==> src/rtl/c17_bist_pkg.sv <==
// rtl/c17_bist_pkg.sv - shared types and defaults for the c17 BIST response path
package c17_bist_pkg;

    typedef enum logic [1:0] {
        IDLE = 2'd0,
        RUN  = 2'd1,
        DONE = 2'd2
    } c17_state_e;

    localparam logic [7:0] C17_MISR_POLY = 8'h1D;
    localparam logic [7:0] C17_MISR_SEED = 8'hFF;
    localparam int         C17_NUM_OUT   = 2;

endpackage

==> src/rtl/misr_core.sv <==
// rtl/misr_core.sv - Galois-form multiple-input signature register
module misr_core
    import c17_bist_pkg::*;
#(
    parameter int               WIDTH = 8,
    parameter logic [WIDTH-1:0] POLY  = WIDTH'(C17_MISR_POLY),
    parameter logic [WIDTH-1:0] SEED  = WIDTH'(C17_MISR_SEED)
) (
    input  logic             clk,
    input  logic             rst,
    input  logic             load,
    input  logic             en,
    input  logic [WIDTH-1:0] din,
    output logic [WIDTH-1:0] sig,
    output logic [WIDTH-1:0] sig_next
);

    // sig_next is exported so the caller can compare the value being written
    always_comb begin
        sig_next = {sig[WIDTH-2:0], 1'b0} ^ (sig[WIDTH-1] ? POLY : '0) ^ din;
    end

    always_ff @(posedge clk or posedge rst) begin
        if (rst) begin
            sig <= SEED;
        end else if (load) begin
            sig <= SEED;
        end else if (en) begin
            sig <= sig_next;
        end
    end

endmodule

==> src/rtl/c17_misr_compactor.sv <==
// rtl/c17_misr_compactor.sv - c17 output compactor with run control and signature compare
module c17_misr_compactor
    import c17_bist_pkg::*;
#(
    parameter int               WIDTH = 8,
    parameter logic [WIDTH-1:0] POLY  = WIDTH'(C17_MISR_POLY),
    parameter logic [WIDTH-1:0] SEED  = WIDTH'(C17_MISR_SEED),
    parameter int               CNT_W = 8
) (
    input  logic             clk,
    input  logic             rst,
    input  logic             start,
    input  logic [CNT_W-1:0] num_patterns,
    input  logic             in_valid,
    input  logic             G22,
    input  logic             G23,
    input  logic [WIDTH-1:0] expected,
    output logic             busy,
    output logic             done,
    output logic             pass,
    output logic [WIDTH-1:0] signature,
    output logic [CNT_W-1:0] count
);

    localparam logic [CNT_W-1:0] CNT_ONE = CNT_W'(1);

    c17_state_e       state, state_next;
    logic [CNT_W-1:0] n_latch;
    logic [CNT_W-1:0] count_inc;
    logic [WIDTH-1:0] din;
    logic [WIDTH-1:0] sig_next;
    logic             accept_start;
    logic             accept_pat;
    logic             last_pat;

    always_comb begin
        din                  = '0;
        din[C17_NUM_OUT-2]   = G22;
        din[C17_NUM_OUT-1]   = G23;
    end

    assign count_inc    = count + CNT_ONE;
    assign accept_start = start && (state != RUN);
    assign accept_pat   = (state == RUN) && in_valid;
    assign last_pat     = accept_pat && (count_inc == n_latch);

    misr_core #(
        .WIDTH (WIDTH),
        .POLY  (POLY),
        .SEED  (SEED)
    ) u_misr (
        .clk      (clk),
        .rst      (rst),
        .load     (accept_start),
        .en       (accept_pat),
        .din      (din),
        .sig      (signature),
        .sig_next (sig_next)
    );

    always_ff @(posedge clk or posedge rst) begin
        if (rst) begin
            state <= IDLE;
        end else begin
            state <= state_next;
        end
    end

    always_comb begin
        state_next = state;
        case (state)
            IDLE, DONE: begin
                if (start) begin
                    state_next = (num_patterns == '0) ? DONE : RUN;
                end
            end
            RUN: begin
                if (last_pat) begin
                    state_next = DONE;
                end
            end
            default: state_next = IDLE;
        endcase
    end

    always_comb begin
        busy = (state == RUN);
        done = (state == DONE);
    end

    // An empty run finishes immediately, so the seed itself is the signature
    always_ff @(posedge clk or posedge rst) begin
        if (rst) begin
            count   <= '0;
            n_latch <= '0;
            pass    <= 1'b0;
        end else if (accept_start) begin
            count   <= '0;
            n_latch <= num_patterns;
            pass    <= (num_patterns == '0) ? (SEED == expected) : 1'b0;
        end else if (accept_pat) begin
            count <= count_inc;
            if (last_pat) begin
                pass <= (sig_next == expected);
            end
        end
    end

endmodule

==> config.mk <==
export PLATFORM = sky130hd
export DESIGN_NAME = c17_misr_compactor
export DESIGN_NICKNAME = d
export VERILOG_FILES = /design/src/rtl/c17_bist_pkg.sv /design/src/rtl/misr_core.sv /design/src/rtl/c17_misr_compactor.sv
export SDC_FILE = /design/constraint.sdc
export NUM_CORES = 1
export LEC_CHECK = 0
export CAP_MARGIN = 20
export CORE_MARGIN = 2
export CORE_UTILIZATION = 44
export DETAILED_ROUTE_END_ITERATION = 10
export GPL_TIMING_DRIVEN = 0
export PLACE_DENSITY = 0.76
export SLEW_MARGIN = 5
export SYNTH_ARGS = -nofsm -noshare
export SYNTH_HDL_FRONTEND = slang
export SYNTH_SLANG_ARGS = --single-unit
==> constraint.sdc <==
create_clock -name clk -period 2.3 [get_ports clk]
set_input_delay 0.46 -clock clk [delete_from_list [all_inputs] [get_ports clk]]
set_output_delay 0.46 -clock clk [all_outputs]
set_load 0.01 [all_outputs]
# Yosys cells after proc, flatten, opt, wreduce, memory -nomap -nowiden
# Index checks and enable logic that the tools add are counted.
dict set report word_totals {
  regBits 27
  in_bits 22
  out_inout_bits 19
  wordCells 39
}
dict set report classes {
  add_sub_neg 1
  n_eq_ne 8
  n_mux 13
  bitwise 2
  n_reduce_logical 10
}
# cell n
set ops {}
lappend ops {{$mux W8} 4}
lappend ops {{$eq A8 B8 Y1} 2}
lappend ops {{$add A8 B1 Y8 const B} 1}
lappend ops {{$eq A8 B8 Y1 const A} 1}
lappend ops {{$logic_not A8 Y1} 1}
lappend ops {{$xor A8 B2 Y8} 1}
lappend ops {{$xor A8 B8 Y8} 1}
lappend ops {{$mux W2} 3}
lappend ops {{$mux W5} 1}
lappend ops {{$mux W1} 4}
lappend ops {{$ne A2 B1 Y1 const B} 2}
lappend ops {{$pmux W2 S2} 1}
lappend ops {{$reduce_and A2 Y1} 2}
lappend ops {{$reduce_bool A2 Y1} 2}
lappend ops {{$logic_and A1 B1 Y1} 3}
lappend ops {{$eq A2 B1 Y1 const B} 1}
lappend ops {{$eq A2 B2 Y1 const B} 1}
lappend ops {{$logic_not A2 Y1} 1}
lappend ops {{$ne A2 B2 Y1 const B} 1}
lappend ops {{$reduce_or A2 Y1} 1}

# Depth between registers and ports, before layout
# Gate-level depths: netlist of the first run.
dict set report depth {
  ltp_word 7
  ltp_mapped 7
  depth_no_buf 6
}

# Hierarchy
# A second synthesis of the first run with hierarchy kept.
dict set report hier_totals {
  hier_cells 151
  hier_area_um2 1597.8
}
# module n_inst cells_per_inst area_per_inst_um2 seq_area_each_um2
set by_module_without_submodules {}
lappend by_module_without_submodules {c17_misr_compactor 1 116 1133.6 475.5}
lappend by_module_without_submodules {misr_core 1 35 464.2 210.2}

# Worst setup path before layout of the first run
# OpenSTA, ideal clock, no wires.
dict set report synth_path {
  path_kind {reg2reg}
  startpoint {register count[0]}
  endpoint {register pass}
  setup_time_ns 0.128
  arrival_time_ns 2.085
  required_ns 2.172
  slack_ns 0.087
  path_stages_with_launch 7
  path_buffers 0
  synth_period_minus_slack_ns 2.213
  path_cell_list {dfrtp_1 > ha_1 > xor2_1 > a2111oi_0 > o21ai_1 > nor4_2 > mux2_1}
}
dict set report synth_via {
  elab_chain_len 5
}
# item line_no
set synth_rtl {}
lappend synth_rtl {{start: declaration} c17_misr_compactor.sv:22} ;# output logic [CNT_W-1:0] count
lappend synth_rtl {{start signal: assignment} c17_misr_compactor.sv:102} ;# count <= count_inc;
lappend synth_rtl {{$add A8 B1 Y8} c17_misr_compactor.sv:42} ;# assign count_inc = count + CNT_ONE;
lappend synth_rtl {{$eq A8 B8 Y1} c17_misr_compactor.sv:45} ;# assign last_pat = accept_pat && (count_inc == n_latch);
lappend synth_rtl {{$logic_and A1 B1 Y1} c17_misr_compactor.sv:45}
lappend synth_rtl {{$reduce_bool A2 Y1 (no source line)} -}
lappend synth_rtl {{$reduce_and A2 Y1 (no source line)} -}
lappend synth_rtl {{end signal: assignment} c17_misr_compactor.sv:100} ;# pass <= (num_patterns == '0) ? (SEED == expected) : 1'b0;
lappend synth_rtl {{end signal: assignment} c17_misr_compactor.sv:104} ;# pass <= (sig_next == expected);
lappend synth_rtl {{end: declaration} c17_misr_compactor.sv:20} ;# output logic pass,
# No other way between the ends.
# A chain may end at the register's enable or synchronous reset.

# Final worst setup path of the first run
# Ends and elaborated chain as after synthesis.

==> impl_results.md, run 1 <==
- Outcome: complete, no violations
- Number of global-route vias before repair: 1426
- Routed Wire Length: 4085 um
- Cell Area, Synth: ~0.0016 mm2
- Worst Hold Class: in -> async
- Clock root buffer master: clkbuf_8
- Setup crit end kind: flop
- Leading area contributor after synthesis: dfrtp_1
- Total vias in the final route: 1485
- Port bufs: 40
- DIE AREA: 0.004226 mm2
- Element type at the critical path start: flop
- CTS Sinks: 27
- Routed vias/inst: 5.646
- Clk Latency, worst-skew pair: roughly 0.28 ns
- Rows: 22
- Slew margin rel.: 0.6816
- Post-DRT Antenna Nets: 0
- Top_reg_cell synth: dfrtp_1
- Critical Path Start: count[0]
- Max Cap Viol: 0
- Arrival time worst endpoint: 2.35 ns
- Worst slack, placed: -0.4904 ns
- CP required: 2.48 ns
- Pins Over Slew Limit: 0
- Wirelength per Cell: between 15 and 20 um
- F_max: about 460 MHz
- DRT Pass-1 Iters: 4
- Cells after Synth: 163
- DRC Markers: 0
- Final Wtd Congestion: slightly below 0.9
- Height of the die: 65.01 um
- Total negative slack: 0 ns
- Final HPWL from detailed placement: about 3000 um
- R2R setup slack: 0.13 ns
- Total CTS buffers: 3
- Worst slew pin tran: 0.4776 ns
- Area grow syn2layout: 37.74%
- Fraction of layout cells with a size suffix above 1: 0.1860
- Syn Area/Cell: 10.05 um2
- Top cell type's share of synthesized area: 0.2903
- CTS tree: built
- Reg-to-reg startpoint: count[0]
- Syn Nets: 186
- Die Span X: around 65 um
- CTS max path bufs: 2
- RSZ-0062 raised after global routing: false
- Iter 0 DRT Violations: 102
- Setup violators final: 0
- Worst-path clk slew: approximately 0.1 ns
- Skew final: 0.004898 ns
- Tcrit/Tclk final: 0.9455
- Async set-reset flop share out of synthesis: 1.000
- N_diodes: 0
- Pwr dens: around 1100 mW/mm2
- Yosys cell types: 45
- Antenna violations before repair: 0
- Leak pwr: 0.8789 nW
- EDFF count, synth: 0
- Initial Utilization: 0.4542
- CP max FO: 4
- Final worst setup slack: 0.1254 ns
- Worst IR drop on VDD: 491.8 uV
- H-tree depth: 1
- Fin nets: about 240
- Synth Register Bits: 27
- Sequential element share of the synthesized area: 0.4186
- Largest net degree at the start of global routing: 28
- Area contributors post-synth: dfrtp_1 29%, dfstp_2 13%, xor2_1 7.5%
- Count of hold-fix buffers inserted at cts: 0
- Final Hold Slack: 0.4413 ns
- Yosys warns: 0
- Final hold violations: 0
- Tmin final: 2.175 ns
- Total grt overflow: 0
- Critical path type: reg -> reg
- Core area: 0.003606 mm2
- Final core occ: 0.6256
- First-pass GRT wire length: 6851 um
- GRT Overall Usage: 0.2089
- Num ports: between 40 and 50
==> repair_timing <==
item / CTS / global route
endpoints found under the setup margin: 3 / 3
gates resized for setup: 3 / 5
buffers inserted: 0 / 7
cloned: 0 / 0
hold endpoints to repair: 0 / 0
==> cells in the final DEF, fill, tap and decap left out, types with 2 or more instances in the layout <==
cell              n
a31oi_1           2
nand3_1           4
nand3b_1          2
dfrtp_2           2
clkbuf_8          3
o21ai_0           9
mux2i_1           2
mux2_2            8
o22a_1            7
nor4_2            2
and2_1            3
a21oi_1           4
nand4_1           4
xor2_1           14
nand2b_1          3
dfrtp_1          17
nor4_1            4
nor3_1            3
nor2_1            6
or3_1             2
nor2b_1           2
buf_4            10
dfstp_2           8
xnor2_1           7
a21o_1            2
clkbuf_1          5
and4_1            2
inv_1             3
o22ai_1           3
nand2_1           8
clkdlybuf4s50_1  40
o21bai_1          2
o31ai_1           4
==> state kept, by name (all words and copies together) (netlist names) <==
register	cells
count	8
u_misr.sig	8
n_latch	8
pass	1
state	2
==> power breakdown <==
part / internal [mW] / switching (mW)
Sequential: 0.703 / 0.185
Combinational: 0.695 / 0.617
Clock: 0.124 / 0.159
==> per-layer routing <==
layer	GRT usage	part of all wire	vias to the layer above
li1	-	-	710
met3	0.01563	0.042	5
met5	0	0	-
met1	0.2797	0.44	728
met4	0.07813	0.017	0
met2	0.3544	0.50	42
==> layout make-up <==
class                   count  area [um2]
clock buffers               3       41.29
well taps                  48       60.06
plain buffers              10       51.30
repair buffers             48       480.5
inverters                   3       11.26
fillers                   299        1350
clock inverters             1       7.507
multi-input cells         123       915.9
flip-flops and latches     27       688.2
==> worst max-delay path: stages, from the launching register on <==
cell and delay [ns]:
dfrtp_2 0.44, ha_1 0.33, xor2_1 0.18, a2111oi_4 0.33, o21ai_1 0.13, nor4_2 0.32, mux2_1 0.35
==> final timing paths <==
check	cells after the start	endpoint
hold reg to reg	1	n_latch[1]
min in group clk	1	n_latch[1]
setup reg to reg	6	pass
setup / recovery	6	pass
hold / removal	2	state[1]
max in group asynchronous	3	u_misr.sig[2]
==> kinds of logic (layout without fill, tap and decap cells) <==
logic type               count (synthesis)  in the layout  share of synthesized area
AO/OA/AOI/OAI                           40             40                     0.1681
XOR/XNOR                                21             21                     0.1123
adder cells (fa/ha/maj)                  1              1                   0.007638
buffers and inverters                   13             65                    0.03743
flip-flops                              27             27                     0.4186
multiplexers                            11             11                    0.07410
AND/OR/NAND/NOR                         50             50                     0.1818
==> through the flow <==
stage               instances  power, mW  area, um2
floorplan                 163      1.626       1638
global placement          251      2.015       2098
detailed placement        251      2.051       2098
CTS                       255      2.353       2155
global route              263      2.662       2256
finish                    263      2.483       2256
==> synthesized netlist by cell type (2+ instances only) <==
cell type	count
and2_1	3
nand2b_1	3
or3_1	2
o21ai_0	9
o22a_1	7
o31ai_1	4
and4_1	2
a31oi_1	2
clkbuf_1	6
dfstp_2	8
o22ai_1	3
o21bai_1	2
nand4_1	4
xor2_1	14
nor2_1	6
xnor2_1	7
mux2_2	8
nand2_1	8
nor2b_1	2
nor3_1	3
inv_1	3
mux2i_1	2
a21o_1	2
dfrtp_1	19
nand3_1	4
a21oi_1	4
buf_4	3
nand3b_1	2
nor4_1	5
(Power assumes the default switching activity.)
==> run 2, diff against run 1 <==
--- a/config.mk
+++ b/config.mk
@@ -7,10 +7,10 @@
 export LEC_CHECK = 0
 export CAP_MARGIN = 20
 export CORE_MARGIN = 2
-export CORE_UTILIZATION = 44
+export CORE_UTILIZATION = 49
 export DETAILED_ROUTE_END_ITERATION = 10
 export GPL_TIMING_DRIVEN = 0
-export PLACE_DENSITY = 0.76
+export PLACE_DENSITY = 0.8
 export SLEW_MARGIN = 5
 export SYNTH_ARGS = -nofsm -noshare
 export SYNTH_HDL_FRONTEND = slang
==> constraint.sdc (replaced) <==
create_clock -name clk -period 2.4 [get_ports clk]
set_input_delay 0.48 -clock clk [delete_from_list [all_inputs] [get_ports clk]]
set_output_delay 0.48 -clock clk [all_outputs]
set_load 0.01 [all_outputs]
==> run 2 against run 1 <==
Hold slack better by 0.11 ns; final cell count decreased by 4.2%; register-to-register slack barely moved; design area is 3.3% lower; worst setup slack lost 0.0097 ns; first-iteration DRC count fell by 25%; die area shrank 9.6%; count of clock-buffer cells in the layout unchanged; fmax down 4.8%; power shrank 9.2%.
==> impl_results.md, run 2 (synthesis gave the netlist of run 1 again) <==
- Outcome: complete, no violations
- Met3 GRT Util: 0.04348
- Post-cts sizing count: 2
- Clock share of power: 0.088
- DIE AREA: approximately 0.0038 mm2
- Setup Fix Bufs, Post-CTS: 0
- CTS Sinks: 27
- Final hold violations: 0
- Register area: 686.9 um2
- Buf/Inv on CP: 0
- Fraction of layout cells with a size suffix above 1: 0.1538
- H-tree depth: 1
- Worst path top cell family by delay: flip-flops
- Wirelength per Cell: approximately 17 um
- Sequential share of power: 0.391
- Die Span X: 61.82 um
- Skew final: 0.002499 ns
- Final Instance Area: 0.002182 mm2
- Arrival time worst endpoint: 2.51 ns
- Worst IR drop on VDD: 618.2 uV
- CP max FO: 9
- Routed vias/inst: 5.885
- Height of the die: about 62 um
- Crit-path slowest cell: dfrtp_2
- Met2 GRT Util: 0.4000
- Final Hold Slack: 0.5503 ns
- Comb pwr share: 0.521
- Core area: 0.003128 mm2
- Worst slack, placed: -0.4008 ns
- Met1 usage: 0.3346
- Setup crit end kind: flop
- Routed Wire Length: 4181 um
- Critical path type: reg -> reg
- Internal: 1.341 mW
- Worst-path cell chain: ha_1 -> xor2_1 -> a2111oi_4 -> o21ai_1 -> nor4_2 -> mux2_1
- Rows: 20
- Post-DRT Antenna Nets: 0
- Iter 0 DRT Violations: 76
- CTS tree: built
- Total CTS buffers: 3
- Antenna violations before repair: 0
- F_max: between 400 and 500 MHz
- Cells after DPL: about 250
- Worst Hold Class: reg -> reg
- Total grt overflow: 0
- Final HPWL from detailed placement: 3137 um
- Most common cell after layout, fill and taps aside: clkdlybuf4s50_1
- Element type at the critical path start: flop
- Total vias in the final route: ~1500
- GRT Overall Usage: 0.2401
- Clk Latency, worst-skew pair: 0.33 ns
- Final worst setup slack: 0.1157 ns
- DRC Markers: 0
- Slew margin rel.: 0.6904
- Area grow syn2layout: 33.23%
- Clock root buffer master: clkbuf_4
- NetSw: about 0.9 mW
- Final Non-Filler Cells: approximately 250
- Pins Over Slew Limit: 0
- Tmin final: ~2.3 ns
- CP peak stage delay: 0.52 ns
- Leak pwr: 0.8388 nW
- Final Wtd Congestion: 0.9171
- Largest net degree at the start of global routing: 28
- Regs by FF count: count: 8 flops, n_latch: 8 flops, u_misr.sig: 8 flops
- Area post-placement: between 0.002 and 0.0025 mm2
- Port bufs: 40
- N_diodes: 0
- CP required: between 2 and 3 ns
- Gr busiest metal: met2
- Multi-input gate area: 923.4 um2
- Worst-path clk slew: 0.15 ns
- CTS max path bufs: 2
- Tcrit/Tclk final: 0.9518
- Fin nets: 232
- First-pass GRT wire length: around 6700 um
- Number of global-route vias before repair: 1377
- Setup violators final: 0
- Pwr dens: 1033 mW/mm2
- Count of hold-fix buffers inserted at cts: 0
- Num ports: roughly 40
- Worst slew pin tran: 0.4644 ns
- Max Cap Viol: 0
- Switch share: 0.4055
- Initial Utilization: 0.5236
- DRT Pass-1 Iters: 4
- Number of fillers in the final layout: 244
- Most frequent cells in the layout: 40 x clkdlybuf4s50_1, 18 x dfrtp_1, 14 x xor2_1
[run 2: path summary, 6_finish.rpt]
kind | start | depth (start not counted) | end | slack [ns]
setup / recovery | count[0] | 6 | pass | 0.12
hold / removal | n_latch[0] | 1 | n_latch[0] | 0.55
setup reg to reg | count[0] | 6 | pass | 0.12
hold reg to reg | n_latch[0] | 1 | n_latch[0] | 0.55
max in group asynchronous | rst | 3 | u_misr.sig[3] | 1.58
min in group asynchronous | rst | 2 | u_misr.sig[7] | 0.59
[run 2: final cells by class]
| class | instances | share of cell area |
|---|---|---|
| plain buffers | 10 | 0.02294 |
| clock buffers | 3 | 0.01032 |
| clock inverters | 1 | 0.002294 |
| inverters | 3 | 0.005161 |
| multi-input cells | 123 | 0.4232 |
| flip-flops and latches | 27 | 0.3148 |
| well taps | 44 | 0.02523 |
| repair buffers | 41 | 0.1961 |
[run 2: metrics by stage]
stage | util | TNS, ns | total power, mW
finish | 0.6976 | 0 | 2.255
global route | 0.6976 | -0.01450 | 2.411
CTS | 0.6800 | 0 | 2.200
detailed placement | 0.6692 | -1.103 | 1.979
global placement | 0.6692 | -0.9076 | 1.925
floorplan | - | 0 | 1.558
[run 2: per-layer routing]
metal | vias to the layer above | wire, um
li1 | 694 | -
met1 | 734 | 1828
met2 | 53 | 2119
met3 | 2 | 217
met4 | 0 | 15
met5 | - | 0
[run 2: power by group through the flow]
| stage | registers, mW | clock network (mW) | logic (mW) |
|---|---|---|---|
| global placement | 0.870 | 0 | 1.06 |
| finish | 0.882 | 0.199 | 1.17 |
| CTS | 0.875 | 0.204 | 1.12 |
| detailed placement | 0.884 | 0 | 1.10 |
| global route | 0.906 | 0.224 | 1.28 |
| floorplan | 0.872 | 0 | 0.687 |
[run 2: worst register-to-register path: stages (launching register included)]
cell,delay (ns)
dfrtp_2,0.52
ha_1,0.36
xor2_1,0.17
a2111oi_4,0.31
o21ai_1,0.14
nor4_2,0.34
mux2_1,0.35
